===== src/rtl/clk_gate_pkg.sv =====
// Shared definitions for the idle-detect clock-gate controller.
package clk_gate_pkg;

  localparam int GATE_EV_W = 16;

  typedef enum logic [1:0] {
    CG_RUN   = 2'b00,
    CG_GATED = 2'b01,
    CG_WAKE  = 2'b10
  } cg_state_e;

  // Saturating increment for the gate-event counter; holds at all-ones.
  function automatic logic [GATE_EV_W-1:0] sat_inc(input logic [GATE_EV_W-1:0] v);
    return (&v) ? v : v + GATE_EV_W'(1);
  endfunction

endpackage


===== src/rtl/clk_gate_ctl.sv =====
// Idle-detect enable generator for the com1a phi1 clock gater. Runs on the
// ungated clock; drops condition after IDLE_CYCLES idle cycles and restores
// it on a wake, acknowledging once the settle window has elapsed.
module clk_gate_ctl
  import clk_gate_pkg::*;
#(
  parameter int IDLE_CYCLES = 16,
  parameter int WAKE_CYCLES = 2,
  parameter int CNT_W       = $clog2(IDLE_CYCLES + WAKE_CYCLES + 1)
) (
  input  logic                 clk,
  input  logic                 reset_n,
  input  logic                 gate_en,
  input  logic                 busy,
  input  logic                 wake_req,
  output logic                 condition,
  output logic                 gated,
  output logic                 wake_ack,
  output logic [GATE_EV_W-1:0] gate_events
);

  localparam logic [CNT_W-1:0] IDLE_LAST = CNT_W'(IDLE_CYCLES - 1);
  localparam logic [CNT_W-1:0] WAKE_LAST = CNT_W'(WAKE_CYCLES - 1);

  cg_state_e             r_state;
  cg_state_e             w_state_nxt;
  logic [CNT_W-1:0]      r_cnt;
  logic [CNT_W-1:0]      w_cnt_nxt;
  logic                  r_condition;
  logic                  r_gated;
  logic                  r_wake_ack;
  logic                  w_ack_nxt;
  logic [GATE_EV_W-1:0]  r_gate_events;
  logic [GATE_EV_W-1:0]  w_ev_nxt;
  logic                  w_idle;
  logic                  w_wake_cond;

  assign w_idle      = gate_en & ~busy & ~wake_req;
  assign w_wake_cond = wake_req | busy | ~gate_en;

  // State and shared idle/wake counter register.
  always_ff @(posedge clk or negedge reset_n) begin
    if (!reset_n) begin
      r_state <= CG_RUN;
      r_cnt   <= '0;
    end else begin
      r_state <= w_state_nxt;
      r_cnt   <= w_cnt_nxt;
    end
  end

  // Next-state, counter and event logic; one counter serves both RUN and WAKE.
  always_comb begin
    w_state_nxt = r_state;
    w_cnt_nxt   = r_cnt;
    w_ack_nxt   = 1'b0;
    w_ev_nxt    = r_gate_events;
    case (r_state)
      CG_RUN: begin
        if (w_idle) begin
          if (r_cnt == IDLE_LAST) begin
            w_state_nxt = CG_GATED;
            w_cnt_nxt   = '0;
            w_ev_nxt    = sat_inc(r_gate_events);
          end else begin
            w_cnt_nxt = r_cnt + CNT_W'(1);
          end
        end else begin
          w_cnt_nxt = '0;
        end
      end
      CG_GATED: begin
        w_cnt_nxt = '0;
        if (w_wake_cond) w_state_nxt = CG_WAKE;
      end
      CG_WAKE: begin
        // Inputs are ignored here so the settle window is never shortened.
        if (r_cnt == WAKE_LAST) begin
          w_state_nxt = CG_RUN;
          w_cnt_nxt   = '0;
          w_ack_nxt   = 1'b1;
        end else begin
          w_cnt_nxt = r_cnt + CNT_W'(1);
        end
      end
      default: begin
        w_state_nxt = CG_RUN;
        w_cnt_nxt   = '0;
      end
    endcase
  end

  // Registered outputs so condition is glitch-free; reset ungates at once.
  always_ff @(posedge clk or negedge reset_n) begin
    if (!reset_n) begin
      r_condition   <= 1'b1;
      r_gated       <= 1'b0;
      r_wake_ack    <= 1'b0;
      r_gate_events <= '0;
    end else begin
      r_condition   <= (w_state_nxt != CG_GATED);
      r_gated       <= (w_state_nxt == CG_GATED);
      r_wake_ack    <= w_ack_nxt;
      r_gate_events <= w_ev_nxt;
    end
  end

  assign condition   = r_condition;
  assign gated       = r_gated;
  assign wake_ack    = r_wake_ack;
  assign gate_events = r_gate_events;

endmodule

===== config.mk =====
export PLATFORM = sky130hd
export DESIGN_NAME = clk_gate_ctl
export DESIGN_NICKNAME = d
export VERILOG_FILES = /design/src/rtl/clk_gate_pkg.sv /design/src/rtl/clk_gate_ctl.sv
export SDC_FILE = /design/constraint.sdc
export NUM_CORES = 1
export LEC_CHECK = 0
export ABC_AREA = 1
export CAP_MARGIN = 10
export CORE_UTILIZATION = 55
export CTS_BUF_LIST = sky130_fd_sc_hd__clkbuf_8
export DETAILED_ROUTE_END_ITERATION = 7
export PLACE_DENSITY_LB_ADDON = 0.05
export SYNTH_ARGS = -nofsm -noshare
export SYNTH_HDL_FRONTEND = slang
export SYNTH_SLANG_ARGS = --single-unit
export TNS_END_PERCENT = 30

===== constraint.sdc =====
create_clock -name clk -period 2 [get_ports clk]
set_input_delay 0.4 -clock clk [delete_from_list [all_inputs] [get_ports clk]]
set_output_delay 0.4 -clock clk [all_outputs]
set_load 0.02 [all_outputs]

==> flow_summary.toml <==
[detailed_routing]
dr.pass1.iters = 4
vias = 1262
drtIter0Drc = 17
routedWlPerCell_um = 11.7
wl_mm = 2.96
drtAntennaViolNets = 0
route.detailed.drc = 0
drt-vias-per-instance = 4.97

[place]
portBuffers = 23
preCtsSetupSlack_ns = 0.308
place_congestion = 0.842
dp_hpwl_mm = 2.19

[sta]
setup_ws_ns = 0.223
skew_ns = 0.00219
fin_setup_tns_ns = 0
slew_headroom_pct = 77.7
fin_crit_sh_pct = 88.9
worst_slew_pin_slew_ns = 0.335
setup_violations = 0
fmax_mhz = 563
grt_setup_unrepaired = "false"
finalMaxSlewViolations = 0
period_minus_slack_ns = 1.78
hold_viol = 0

[pwr]
power_mw = 0.889
p_per_area_mw_per_mm2 = 497
p_leak_nw = 0.821
vdd.ir_drop.worst_mv = 0.522

[synth]
ys_warn_count = 0
synth.cell_area_sq_mm = 0.00147
netlist_instances = 197
synth_seq_area_share_pct = 44.4
synth_cell_types = 21
syn_area_per_cell_sq_um = 7.45
ys_seq_elements = 26
syn_nets = 207

[clock_tree]
clk_latency_ns = 0.27
cts_tree = "done"
clkTransAtPathRegs_ns = 0.08
ctsHtreeMaxLevel = 1
cts-root-buf = "clkbuf_8"
cts_setup_buffers = 0
cts_resized = 0
cts_made_buffers = 3
cts.sinks = 26
cts_max_path_buffers = 2
cts_hold_buf = 0

[worst_setup_path]
r2r_cells = 9
start_kind = "register"
worstPathCellList = "clkdlybuf4s50_1"
critPathArrivalTime_ns = 1.38
endpoint_kind = "primary output"
critPathKind = "register to primary output"
slowest_delay_ns = 0.59
crit_buf_inv = 1
critPathSlowestCell = "clkdlybuf4s50_1"
worstReg2RegStart = "gate_events[0]"
worstReg2RegEnd = "gate_events[11]"
critPathMaxFanout = 1
r2r_slack_ns = 0.31
cp.required_ns = 1.60
crit_cells = 1
path_delay_family = "buffers and inverters"

[floorplanning]
core_area_sq_mm = 0.00250
initial_core_util_pct = 58.7
die_h_um = 53.7
ios = 24
die_w_um = 53.7
fp-row-count = 18
die_area_sq_mm = 0.00288

[global_routing]
grt_overflow = 0
grt_pass1_wl_mm = 4.81
grt_use_total_pct = 23.1
grt_pass1_vias = 1152
antenna_found_initial = 0
grt_max_degree = 27

[flow_run]
cap_violations = 0

[cells_and_area]
fin_nets = 235
layout_common_cells = "nand2_1, dfrtp_1, clkdlybuf4s50_1"
drive_gt1_share_pct = 5.80
area_delta_synth_final_pct = 21.9
antenna_cells = 0
final_common_cell = "nand2_1"

[worst_hold_path]
hold_depth = 1
min_to = "wake_ack"
holdCritStartpoint = "r_state[0]"
min_path_type = "register to register"

[run_status]
outcome = "finished clean"
## layout make-up
| type | count | area [sq um] |
|---|---|---|
| clock buffer | 4 | 55.1 |
| fill | 198 | 711 |
| inverter | 19 | 71.3 |
| multi-input combinational | 150 | 728 |
| sequential | 26 | 652 |
| tap | 30 | 37.5 |
| timing repair buffer | 25 | 245 |
## worst max path at each step
| stage | startpoint | end | slack (ns) |
|---|---|---|---|
| 2_1_floorplan | gate_events[0] | gate_events[6] | 0.36 |
| 3_3_place_gp | r_cnt[0] | gate_events[2] | 0.37 |
| 3_5_place_dp | busy | gate_events[9] | 0.31 |
| 4_1_cts | gate_events[0] | gate_events[0] | 0.21 |
| 5_1_grt | r_cnt[0] | gate_events[14] | 0.14 |
| 6_report | condition | condition | 0.22 |
## power by group
part | internal [mW] | switching (mW) | leakage [nW]
combinational | 0.0110 | 0.0171 | 0.433
clock | 0.176 | 0.157 | 0.0288
sequential | 0.526 | 0.00108 | 0.359
## cell usage after synthesis
| library cell | count | area share (%) |
|---|---|---|
| nand2_1 | 81 | 21 |
| xnor2_1 | 5 | 3.0 |
| xor2_1 | 4 | 2.4 |
| nand2_4 | 1 | 0.77 |
| nor3_1 | 3 | 1.0 |
| nand2_2 | 1 | 0.43 |
| dfstp_2 | 1 | 1.8 |
| nor2_2 | 2 | 0.85 |
| nand4_1 | 4 | 1.7 |
| nor2_4 | 2 | 1.5 |
| inv_1 | 19 | 4.9 |
| o31ai_1 | 1 | 0.51 |
| nand3b_1 | 1 | 0.51 |
| buf_6 | 1 | 0.77 |
| buf_2 | 1 | 0.34 |
| o21ai_0 | 3 | 1.0 |
| nor2_1 | 20 | 5.1 |
| a21oi_1 | 4 | 1.4 |
| nand3_1 | 13 | 4.4 |
| dfrtp_1 | 25 | 43 |
| ha_1 | 5 | 4.3 |
## logic make-up after synthesis
| group | Yosys count | synth area share, % |
|---|---|---|
| simple gates | 128 | 37.1 |
| flops | 26 | 44.4 |
| buf+inv | 21 | 5.97 |
| xor+xnor | 9 | 5.37 |
| compound gates | 8 | 2.90 |
| fa+ha+maj | 5 | 4.26 |
## per-stage QoR
step / util [%] / std cells / hold slack, ns / cell area [sq um]
2_1_floorplan: - / 197 / 0.104 / 1470
3_3_place_gp: 69.4 / 250 / 0.458 / 1730
3_5_place_dp: 69.4 / 250 / 0.459 / 1730
4_1_cts: 71.6 / 254 / 0.471 / 1790
5_1_grt: 71.6 / 254 / 0.499 / 1790
6_report: 71.6 / 254 / 0.464 / 1790
## sequential cells by signal, summed over array words and instances (netlist names)
name / count
gated: 1
r_cnt: 5
r_state: 2
gate_events: 16
condition: 1
wake_ack: 1
## per-layer routing
| layer | vias up | wire length (um) | global-route usage, % |
|---|---|---|---|
| met5 | - | 0 | 0 |
| met4 | 0 | 23 | 7.02 |
| met3 | 4 | 94 | 3.39 |
| met2 | 27 | 1500 | 43.5 |
| met1 | 566 | 1340 | 26.5 |
| li1 | 665 | - | - |
Power figures use the tool's default switching activity.
